**src/rtl/riscv_ctrl_pkg.sv**
```systemverilog
// Shared definitions for the multi-cycle controller: FSM states, opcode
// constants, ALU operation classes and small decode helpers.
package riscv_ctrl_pkg;

    typedef enum logic [2:0] {
        S_IDLE   = 3'd0,
        S_FETCH  = 3'd1,
        S_DECODE = 3'd2,
        S_EXEC   = 3'd3,
        S_MEM    = 3'd4,
        S_WB     = 3'd5,
        S_TRAP   = 3'd6
    } state_t;

    localparam logic [6:0] OP_R      = 7'b0110011;
    localparam logic [6:0] OP_I_ALU  = 7'b0010011;
    localparam logic [6:0] OP_LOAD   = 7'b0000011;
    localparam logic [6:0] OP_STORE  = 7'b0100011;
    localparam logic [6:0] OP_BRANCH = 7'b1100011;

    localparam logic [1:0] ALU_ADD   = 2'b00;
    localparam logic [1:0] ALU_SUB   = 2'b01;
    localparam logic [1:0] ALU_FUNCT = 2'b10;

    function automatic logic is_legal(input logic [6:0] op);
        return (op == OP_R) || (op == OP_I_ALU) || (op == OP_LOAD) ||
               (op == OP_STORE) || (op == OP_BRANCH);
    endfunction

    // Every hop into FETCH is an instruction boundary where a halt request is honoured.
    function automatic state_t boundary_target(input logic halt);
        return halt ? S_IDLE : S_FETCH;
    endfunction

endpackage

```
**src/rtl/mc_perf_cnt.sv**
```systemverilog
// Free-running performance counters for busy cycles and retired
// instructions; both wrap naturally at 2^32.
module mc_perf_cnt (
    input  logic        clk,
    input  logic        reset,
    input  logic        count_cycle,
    input  logic        count_instr,
    output logic [31:0] cycle_cnt,
    output logic [31:0] instr_cnt
);

    always_ff @(posedge clk or negedge reset) begin
        if (!reset) begin
            cycle_cnt <= '0;
            instr_cnt <= '0;
        end else begin
            if (count_cycle) cycle_cnt <= cycle_cnt + 32'd1;
            if (count_instr) instr_cnt <= instr_cnt + 32'd1;
        end
    end

endmodule

```
**src/rtl/mc_control.sv**
```systemverilog
// Multi-cycle RISC-V style control FSM with memory-wait timeout and traps.
// Optional performance counters are built when MC_PERF_CNT_EN is defined.
module mc_control
    import riscv_ctrl_pkg::*;
#(
    parameter int WAIT_MAX = 15
) (
    input  logic        clk,
    input  logic        reset,
    input  logic        start,
    input  logic        halt,
    input  logic [6:0]  opcode,
    input  logic        zero,
    input  logic        imem_ready,
    input  logic        dmem_ready,
    output logic        imem_req,
    output logic        ir_write,
    output logic        pc_write,
    output logic        pc_src,
    output logic        alu_src,
    output logic        mem_read,
    output logic        mem_write,
    output logic        mem_to_reg,
    output logic        reg_write,
    output logic [1:0]  alu_op,
    output logic        busy,
    output logic        illegal,
    output logic        timeout,
    output logic [2:0]  state,
    output logic [31:0] cycle_cnt,
    output logic [31:0] instr_cnt
);

    localparam int WAIT_W = $clog2(WAIT_MAX + 1);
    localparam logic [WAIT_W-1:0] WAIT_LIMIT = WAIT_W'(WAIT_MAX - 1);

    state_t            cur_state;
    logic [WAIT_W-1:0] wait_cnt;

    assign state = cur_state;

    // State, wait counter and sticky trap causes; a ready strobe in the
    // final allowed wait cycle still completes the access.
    always_ff @(posedge clk or negedge reset) begin
        if (!reset) begin
            cur_state <= S_IDLE;
            wait_cnt  <= '0;
            illegal   <= 1'b0;
            timeout   <= 1'b0;
        end else begin
            case (cur_state)
                S_IDLE: begin
                    if (start) begin
                        cur_state <= boundary_target(halt);
                        wait_cnt  <= '0;
                    end
                end
                S_FETCH: begin
                    if (imem_ready) begin
                        cur_state <= S_DECODE;
                    end else if (wait_cnt == WAIT_LIMIT) begin
                        cur_state <= S_TRAP;
                        timeout   <= 1'b1;
                    end else begin
                        wait_cnt <= wait_cnt + WAIT_W'(1);
                    end
                end
                S_DECODE: begin
                    if (is_legal(opcode)) begin
                        cur_state <= S_EXEC;
                    end else begin
                        cur_state <= S_TRAP;
                        illegal   <= 1'b1;
                    end
                end
                S_EXEC: begin
                    case (opcode)
                        OP_R, OP_I_ALU: cur_state <= S_WB;
                        OP_LOAD, OP_STORE: begin
                            cur_state <= S_MEM;
                            wait_cnt  <= '0;
                        end
                        OP_BRANCH: begin
                            cur_state <= boundary_target(halt);
                            wait_cnt  <= '0;
                        end
                        default: begin
                            cur_state <= S_TRAP;
                            illegal   <= 1'b1;
                        end
                    endcase
                end
                S_MEM: begin
                    if (dmem_ready) begin
                        cur_state <= (opcode == OP_LOAD) ? S_WB : boundary_target(halt);
                        wait_cnt  <= '0;
                    end else if (wait_cnt == WAIT_LIMIT) begin
                        cur_state <= S_TRAP;
                        timeout   <= 1'b1;
                    end else begin
                        wait_cnt <= wait_cnt + WAIT_W'(1);
                    end
                end
                S_WB: begin
                    cur_state <= boundary_target(halt);
                    wait_cnt  <= '0;
                end
                default: cur_state <= S_TRAP;
            endcase
        end
    end

    // Datapath controls follow the state register, opcode and the ALU/memory
    // completion inputs; start and halt only steer transitions.
    always_comb begin
        imem_req   = 1'b0;
        ir_write   = 1'b0;
        pc_write   = 1'b0;
        pc_src     = 1'b0;
        alu_src    = 1'b0;
        mem_read   = 1'b0;
        mem_write  = 1'b0;
        mem_to_reg = 1'b0;
        reg_write  = 1'b0;
        alu_op     = ALU_ADD;
        busy       = (cur_state != S_IDLE);
        case (cur_state)
            S_FETCH: begin
                imem_req = 1'b1;
                ir_write = imem_ready;
            end
            S_EXEC: begin
                case (opcode)
                    OP_R:     alu_op = ALU_FUNCT;
                    OP_I_ALU: begin
                        alu_src = 1'b1;
                        alu_op  = ALU_FUNCT;
                    end
                    OP_LOAD, OP_STORE: alu_src = 1'b1;
                    OP_BRANCH: begin
                        alu_op   = ALU_SUB;
                        pc_write = 1'b1;
                        pc_src   = zero;
                    end
                    default: ;
                endcase
            end
            S_MEM: begin
                alu_src = 1'b1;
                if (opcode == OP_LOAD) begin
                    mem_read = 1'b1;
                end else begin
                    mem_write = 1'b1;
                    pc_write  = dmem_ready;
                end
            end
            S_WB: begin
                reg_write  = 1'b1;
                mem_to_reg = (opcode == OP_LOAD);
                pc_write   = 1'b1;
            end
            default: ;
        endcase
    end

`ifdef MC_PERF_CNT_EN
    mc_perf_cnt u_perf_cnt (
        .clk         (clk),
        .reset       (reset),
        .count_cycle (busy && (cur_state != S_TRAP)),
        .count_instr (pc_write),
        .cycle_cnt   (cycle_cnt),
        .instr_cnt   (instr_cnt)
    );
`else
    assign cycle_cnt = '0;
    assign instr_cnt = '0;
`endif

endmodule

```
**config.mk**
```make
export PLATFORM = sky130hd
export DESIGN_NAME = mc_control
export DESIGN_NICKNAME = d
export VERILOG_FILES = /design/src/rtl/riscv_ctrl_pkg.sv /design/src/rtl/mc_perf_cnt.sv /design/src/rtl/mc_control.sv
export SDC_FILE = /design/constraint.sdc
export NUM_CORES = 1
export LEC_CHECK = 0
export ABC_AREA = 1
export CAP_MARGIN = 10
export CORE_ASPECT_RATIO = 1.1
export CORE_UTILIZATION = 31
export DETAILED_ROUTE_END_ITERATION = 10
export PLACE_DENSITY = 0.81
export SLEW_MARGIN = 20
export SYNTH_ARGS = -nofsm -noshare
export SYNTH_HDL_FRONTEND = slang
export SYNTH_SLANG_ARGS = --single-unit
```
**constraint.sdc**
```tcl
create_clock -name clk -period 1.21 [get_ports clk]
set_clock_uncertainty 0.05 [all_clocks]
set_input_delay 0.121 -clock clk [delete_from_list [all_inputs] [get_ports clk]]
set_output_delay 0.121 -clock clk [all_outputs]
set_load 0.02 [all_outputs]
```
Word-level counts from Yosys, hierarchy flattened
Index checks and enable logic that the tools add are counted.
{ "op_classes": {"add_sub_neg": 1, "reduce_logical": 17, "n_mux": 39, "eq_ne": 17} }
{ "op_table": {"columns": ["operator", "count"], "rows": [
  ["4-bit two-way mux", 5],
  ["4-bit case mux with 5 select lines", 1],
  ["1-bit two-way mux", 19],
  ["3-bit two-way mux", 6],
  ["3-bit case mux with 6 select lines", 1],
  ["7-bit by 6-bit equality test with 1-bit output, second input constant", 2],
  ["2-bit != test, second input constant", 6],
  ["3-bit case mux with 3 select lines", 1],
  ["7-bit by 2-bit equality test with 1-bit output, second input constant", 1],
  ["7-bit by 5-bit equality test with 1-bit output, second input constant", 1],
  ["7-bit equality test, second input constant", 1],
  ["3-bit by 2-bit equality test with 1-bit output, second input constant", 2],
  ["3-bit equality test, second input constant", 2],
  ["1-bit case mux with 2 select lines", 3],
  ["3-bit AND reduction", 2],
  ["3-bit OR reduction", 2],
  ["5-bit nonzero test", 1],
  ["5-bit OR reduction", 1],
  ["4-bit by 1-bit adder with 4-bit output, second input constant", 1],
  ["4-bit equality test, second input constant", 1],
  ["1-bit logical OR", 4],
  ["2-bit case mux with 2 select lines", 1],
  ["4-bit AND reduction", 1],
  ["2-bit nonzero test", 2],
  ["other kinds (6)", 7]
]} }
{ "totals": {"out_inout_bits": 81, "word_cells": 78, "register_bits": 9} }

Depth between registers and ports, before layout
Gate-level depths: netlist (run 1).
{ "logic_depth": {"depth_word": 7, "depth_mapped": 10} }

Worst setup path before layout (run 1)
No wires, ideal clock.
{ "synth_timing": {"kind": "register to output", "start": "register cur_state[1] (netlist: state[1])", "end": "output alu_src", "setup_slack_ns": -0.641, "stages_incl_launch_ff": 3, "required_time_ns": 1.039, "arrival_ns": 1.680, "path_cell_list": "dfrtp_1 -> nand3_1 -> o311ai_0"} }
{ "synth_between": {"elab_chain_cells": 2} }
{ "synth_rtl": {"columns": ["item", "line", "text"], "rows": [
  ["start: declaration", "mc_control.sv:37", "state_t cur_state;"],
  ["start signal: assignment", "mc_control.sv:54", "cur_state <= boundary_target(halt);"],
  ["start signal: assignment", "mc_control.sv:84", "cur_state <= boundary_target(halt);"],
  ["start signal: assignment", "mc_control.sv:95", "cur_state <= (opcode == OP_LOAD) ? S_WB : boundary_target(halt);"],
  ["3-bit equality test / 3-bit by 2-bit equality test with 1-bit output (equally long branches)", "mc_control.sv:127", "case (cur_state)"],
  ["1-bit case mux with 2 select lines (*)", "mc_control.sv:127", null],
  ["end: declaration", "mc_control.sv:20", "output logic alu_src,"]
]} }
Mark *: on every way between the ends. The rest lies on a longest branch, timed or not.

Worst setup path in the final report (run 1)
{ "layout_timing": {"start": "register cur_state[2] (netlist: state[2])", "end": "register wait_cnt[2]"} }
{ "layout_between": {"elab_chain_cells": 3} }
{ "layout_rtl": {"columns": ["item", "line", "text"], "rows": [
  ["3-bit equality test, or another cell as far along", "mc_control.sv:51", "case (cur_state)"],
  ["5-bit nonzero test (no source line) / 2-bit != test (equally long branches)", null, null],
  ["4-bit AND reduction (no source line)", null, null],
  ["end signal: assignment", "mc_control.sv:65", "wait_cnt <= wait_cnt + WAIT_W'(1);"],
  ["end signal: assignment", "mc_control.sv:101", "wait_cnt <= wait_cnt + WAIT_W'(1);"],
  ["end: declaration", "mc_control.sv:38", "logic [WAIT_W-1:0] wait_cnt;"]
]} }
Parallel ways exist; a longest one is shown, timed or not.
A chain may end at the register's enable or synchronous reset.

==> reports/qor.yml, run 1 <==
outcome:
  status: "complete, but fails checks"
  violations: "setup timing"
floorplan:
  start_util_pct: 32.2
  io_pins: 95
  dieHeight_um: 69.3
  fp-row-count: 24
  coreArea_sq_mm: 0.00396
  die_w_um: 63.1
  die_area_sq_mm: 0.00437
detailed_routing:
  ant_nets: 0
  vias_per_cell: 4.09
  firstDrtPassIters: 4
  drt_iter0_drc: 19
  wl_per_cell_um: 10.3
  finalWirelength_um: 3260
  vias: 1296
  drcViolationCount: 0
power_and_ir_drop:
  p_sw_mw: 1.64
  seq_power_share_pct: 14.8
  vdd_ir_drop_max_v: 0.000851
  swShare_pct: 49.6
  p_leak_nw: 1.07
  power.internal_mw: 1.66
  power_density_mw_per_mm2: 1660
  power.total_mw: 3.30
  clkPwrFrac_pct: 11.2
  pwr-share-comb_pct: 74.0
global_route:
  overflow: 0
  grt_pass1_wl_um: 4770
  grt_pass1_vias: 1131
  antenna_found_initial: 0
  grtUsageTotal_pct: 14.1
  grt_start_max_net_pins: 10
cts:
  htreeDepth: 1
  cts_buffers: 3
  clk_latency_ns: 0.24
  cts.sinks: 9
  cts_hold_buf: 0
  cts.root.buffer_cell: "clkbuf_8"
  path_clk_slew_ns: 0.06
  clockBufferDepth: 2
  cts_tree: "yes"
synthesis:
  avgSynthCellArea_sq_um: 6.71
  yosys.area.top_type: "buf_4"
  synth-seq-cells: 9
  synth_area_sq_mm: 0.00127
  synth_area_leaders: "buf_4, dfrtp_1, nand2_1, inv_1, nand3_1"
  synth-seq-area-share_pct: 17.7
  synth_warnings: 0
  synthCells: 190
  synth_top_cell_area_share_pct: 37.7
  ys_types: 24
critical_path:
  arrival_ns: 1.66
  ff2ff_setup_slack_ns: -0.35
  cpMaxStageDelayCell: "dfrtp_2"
  reg2reg_depth: 11
  crit_family: "simple AND/OR/NAND/NOR gates"
  crit_path_cell_trace: "inv_4, buf_6, nand2_4, nor2_4, nand2_2, buf_6, nand2_4, nor2_4, o21ai_4, nand2_1, o21ai_2"
  worstSetupPathType: "reg -> reg"
  r2r_end: "wait_cnt[2]"
  critPathMaxStageDelay_ns: 0.42
  worstSetupEndpointType: "register"
  required_ns: 1.31
  crit_buf_inv: 3
  r2r-start: "state[2]"
  worstPathMaxFanout: 8
  cp-start-kind: "register"
run:
  max_cap_viol_count: 0
placed_design:
  place_area_sq_mm: 0.00171
  hpwl_um: 2290
  dp_worst_setup_slack_ns: -0.899
  place_congestion: 0.871
  port_buffers: 30
final_layout:
  final_area_sq_mm: 0.00199
  drive_gt1_share_pct: 43.4
  fillers: 394
  area_growth_pct: 55.8
  multi_input_area_sq_um: 910
  layout_common_cells: "conb_1, buf_4, nand2_1, buf_6, inv_1"
  seqCellArea_sq_um: 229
  layout_commonest_cell: "conb_1"
  fin_util_pct: 50.1
  nets: 282
  antenna_cells: 0
timing:
  hold_viol_final: 0
  rsz0062_at_grt: "true"
  setup_viol: 21
  worst_slack_ns: -0.347
  max_freq_mhz: 642
  post-route-period-util_pct: 129
  period_needed_ns: 1.56
  final_max_slew_viol_count: 0
worst_hold_path:
  hold_path_class: "in -> async"
## what timing repair did
action / in CTS / in global routing
resized for setup: 127 / 20
endpoints found under the hold margin: 0 / 0
buffers inserted: 6 / 2
setup endpoints to repair: 26 / 22
pin swaps: 18 / 11
## sequential cells by signal, summed over array words and instances (netlist names)
| register | count |
|---|---|
| illegal | 1 |
| timeout | 1 |
| wait_cnt | 4 |
| state | 3 |
## through the flow
stage / hold WS, ns / TNS (ns) / cells
final: 0.143 / -4.70 / 317
after global routing: 0.192 / -5.71 / 317
after CTS: 0.162 / -4.62 / 316
after detailed placement: 0.417 / -11.36 / 306
after global placement: 0.391 / -10.91 / 306
after floorplan: -0.225 / -2.31 / 253
## cells in the mapped netlist (all sizes together)
master / instances
a21oi: 5
o21ai: 10
dfrtp: 9
o211ai: 1
a31oi: 1
ha: 2
nand2: 33
nor3: 2
nor2: 17
nand4: 2
conb: 1
a31o: 2
xor2: 2
nand3: 11
inv: 27
buf: 64
o311ai: 1
## layer usage
layer | up-vias | global-route usage, % | share of wire (%)
li1 | 613 | - | -
met1 | 601 | 14.1 | 34
met2 | 68 | 27.1 | 57
met3 | 14 | 2.14 | 5.4
met4 | 0 | 7.75 | 2.9
met5 | - | 0 | 0
## layout make-up
class                           count  area share (%)
Inverter                           27            5.60
Timing Repair Buffer               72            31.5
Clock buffer                        4            2.27
Sequential cell                     9            11.5
Multi-Input combinational cell    153            45.8
Tap cell                           52            3.27
## worst max path at each step
stage,startpoint,endpoint,depth (start not counted)
6_report,state[2],wait_cnt[2],11
3_5_place_dp,opcode[3],pc_write,9
5_1_grt,state[2],wait_cnt[2],11
2_1_floorplan,state[2],wait_cnt[0],10
4_1_cts,state[0],pc_write,4
3_3_place_gp,opcode[1],pc_write,10
## power by group through the flow
stage               Sequential [mW]  Combinational [mW]  Clock (mW)
detailed placement            0.466                1.95           0
CTS                           0.487                2.25       0.371
finish                        0.488                2.44       0.370
global placement              0.457                1.92           0
floorplan                     0.579                1.11           0
global route                  0.496                2.61       0.393
## kinds of logic after synthesis
family / share of synthesized area, %
buf+inv: 45.6
simple gates: 23.2
compound gates: 9.91
flops: 17.7
xor+xnor: 1.37
fa+ha+maj: 1.96
other cells: 0.294
(Power assumes the default switching activity.)
==> run 2, diff against run 1 <==
- ABC_AREA: 1 -> 0
==> reports/qor.yml, run 2 <==
outcome:
  status: "complete, but fails checks"
  violations: "setup timing"
timing:
  period_needed_ns: 1.69  # +0.136 ns
  hold_viol_final: 0  # unchanged
  post-route-period-util_pct: 140  # +11 points
  setup_tns_ns: -6.99  # -2.29 ns
  setup_viol: 22  # +4.8%
  worst_slack_ns: -0.483  # -0.136 ns
  max_freq_mhz: 591  # -8.1%
  holdWs_ns: 0.148  # +0.00455 ns
  final_max_slew_viol_count: 0  # unchanged
  rsz0062_at_grt: "true"
power_and_ir_drop:
  p_sw_mw: 1.23  # -25%
  power_density_mw_per_mm2: 1490  # -10%
  pwr-share-comb_pct: 71.6  # -2.4 points
  swShare_pct: 41.9  # -7.7 points
  power.internal_mw: 1.70  # +2.3%
  vdd_ir_drop_max_v: 0.000509  # -40%
  seq_power_share_pct: 16.5  # +1.7 points
  p_leak_nw: 1.02  # -4.8%
  clkPwrFrac_pct: 11.9  # +0.7 points
  power.total_mw: 2.93  # -11%
cts:
  clockBufferDepth: 2  # unchanged
  clk_latency_ns: 0.23  # about the same
  cts.root.buffer_cell: "clkbuf_8"
  htreeDepth: 1  # unchanged
  cts_tree: "yes"
  cts_buffers: 3  # unchanged
  path_clk_slew_ns: 0.05  # about the same
  cts.sinks: 9  # unchanged
placed_design:
  place_area_sq_mm: 0.00169  # -1.3%
  dp_worst_setup_slack_ns: -0.882  # +0.0172 ns
  port_buffers: 30  # unchanged
  hpwl_um: 2130  # -7.0%
  placed_cells: 269  # -12%
  place_congestion: 0.821  # -5.8%
synthesis:
  avgSynthCellArea_sq_um: 8.10  # +21%
  yosys.area.top_type: "buf_4"
  synth_top_cell_area_share_pct: 38.3  # +0.66 points
  synth-seq-cells: 9  # unchanged
  synth_area_sq_mm: 0.00127  # -0.20%
  synth_warnings: 0  # unchanged
  synth_edf_count: 0  # unchanged
  ys.flop_type: "dfrtp_1"
  async_reset_ff_share_pct: 100  # unchanged
  synth_most_common_cell: "buf_4"
  yosys-top-cells-count: "buf_4, dfrtp_1, nor2_1"
  synth_area_leaders: "buf_4, dfrtp_1, and2_1, nor2b_1, nand4bb_4"
  synthCells: 157  # -17%
  ys_types: 41  # +71%
  synth-seq-area-share_pct: 17.7  # +0.035 points
global_route:
  grt_pass1_vias: 1035  # -8.5%
  antenna_found_initial: 0  # unchanged
  grtUsageTotal_pct: 13.2  # -0.95 points
  grt_pass1_wl_um: 4660  # -2.2%
  overflow: 0  # unchanged
  grt_start_max_net_pins: 10  # unchanged
final_layout:
  drive_gt1_share_pct: 41.9  # -1.4 points
  final_area_sq_mm: 0.00197  # -0.88%
  largest_reg_flops: 4  # unchanged
  fillers: 368  # -6.6%
  regMostFlops: "wait_cnt"
  nets: 253  # -10%
  antenna_cells: 0  # unchanged
  fin_cells: 288  # -9.1%
  area_growth_pct: 54.8
  fin_util_pct: 50.1  # -0.063 points
  layout_common_cells: "conb_1, buf_4, buf_6, dlygate4sd2_1"
  layout_commonest_cell: "conb_1"
critical_path:
  critPathMaxStageDelay_ns: 0.47  # +0.05 ns
  cp-start-kind: "register"
  worstSetupPathType: "reg -> reg"
  worstPathMaxFanout: 7  # -1
  arrival_ns: 1.76  # +0.10 ns
  cpMaxStageDelayCell: "dfrtp_2"
  crit_path_cell_trace: "nand2b_4, o41ai_4, and2_4, mux2_4"
  worstSetupEndpointType: "register"
  required_ns: 1.28  # -0.03 ns
detailed_routing:
  wl_per_cell_um: 10.4  # +1.5%
  firstDrtPassIters: 6  # +2
  vias: 1159  # -11%
  ant_nets: 0  # unchanged
  finalWirelength_um: 3010  # -7.8%
  drt_iter0_drc: 30  # +11
  vias_per_cell: 4.02  # -1.6%
  drcViolationCount: 0  # unchanged
floorplan:
  start_util_pct: 32.3  # +0.18 points
  io_pins: 95  # unchanged
  dieHeight_um: 69.2  # about the same
  coreArea_sq_mm: 0.00393  # -0.76%
  die_w_um: 63.1  # about the same
  fp-row-count: 24  # unchanged
  die_area_sq_mm: 0.00437  # -0.19%
run:
  max_cap_viol_count: 0  # unchanged
worst_hold_path:
  hold_path_class: "in -> async"
-- run 2: changes by cell type after synthesis, moves of 5 or more --
cell | before | now
and2_1 | 0 | 5
inv_1 | 24 | 6
nand2_1 | 30 | 6
nand3_1 | 11 | 4
nor2_1 | 14 | 7
nor2b_1 | 0 | 5
-- run 2: worst max-delay path: cells and delay by family, from the launching register on --
kind            cells  cell delay, ns
compound gates      1            0.38
flops               1            0.47
mux                 1            0.29
simple gates        2            0.39
-- run 2: metal layers --
| metal | vias to the layer above | wire length [um] | track usage (%) |
|---|---|---|---|
| met5 | - | 0 | 0 |
| met3 | 4 | 248 | 3.62 |
| met2 | 59 | 1640 | 24.4 |
| met4 | 0 | 32 | 2.84 |
| met1 | 536 | 1080 | 14.6 |
| li1 | 560 | - | - |
-- run 2: layout make-up --
class	instances	area, sq um	area share [%]
multi-input cells	138	888	45.1
repair buffers	79	719	36.5
flip-flops and latches	9	229	11.6
well taps	52	65.1	3.30
clock buffers	4	45.0	2.29
inverters	6	22.5	1.14
-- run 2: repair_timing --
item / in CTS / in global routing
buffers inserted: 12 / 6
pin swaps: 11 / 12
hold buffers: 0 / 0
resized for setup: 108 / 23
endpoints found under the setup margin: 26 / 23
-- run 2: cells by family after synthesis --
group,share of synthesized area (%)
AO/OA/AOI/OAI,13.7
adder cells (fa/ha/maj),1.97
buffers and inverters,40.9
flip-flops,17.7
multiplexers,1.18
other,0.295
AND/OR/NAND/NOR,24.3
-- run 2: worst paths after layout --
| kind | cells after the start | slack (ns) | endpoint | start |
|---|---|---|---|---|
| hold / removal | 1 | 0.15 | wait_cnt[0] | reset |
| setup / recovery | 4 | -0.48 | wait_cnt[1] | state[2] |
| hold reg to reg | 1 | 0.42 | illegal | illegal |
| min in group clk | 1 | 0.42 | illegal | illegal |
| max in group asynchronous | 1 | 0.63 | state[0] | reset |
| setup reg to reg | 4 | -0.48 | wait_cnt[1] | state[2] |
-- run 2: power groups by stage --
stage | logic [mW] | clock network, mW | registers, mW
finish | 2.10 | 0.350 | 0.481
global route | 2.24 | 0.372 | 0.492
CTS | 1.94 | 0.361 | 0.472
detailed placement | 1.57 | 0 | 0.503
global placement | 1.56 | 0 | 0.497
floorplan | 1.06 | 0 | 0.498
==> run 3, diff against run 2 <==
- CAP_MARGIN: 10 -> 40
- MAX_ROUTING_LAYER: default -> met4
==> results of run 3 <==
Same layout as run 2: the final DEF is identical, and so are final timing and power.
Main changes from that run: final weighted congestion in routability-driven placement 0.821 -> 0.833; overall routing resource usage 13.2% -> 13.5%
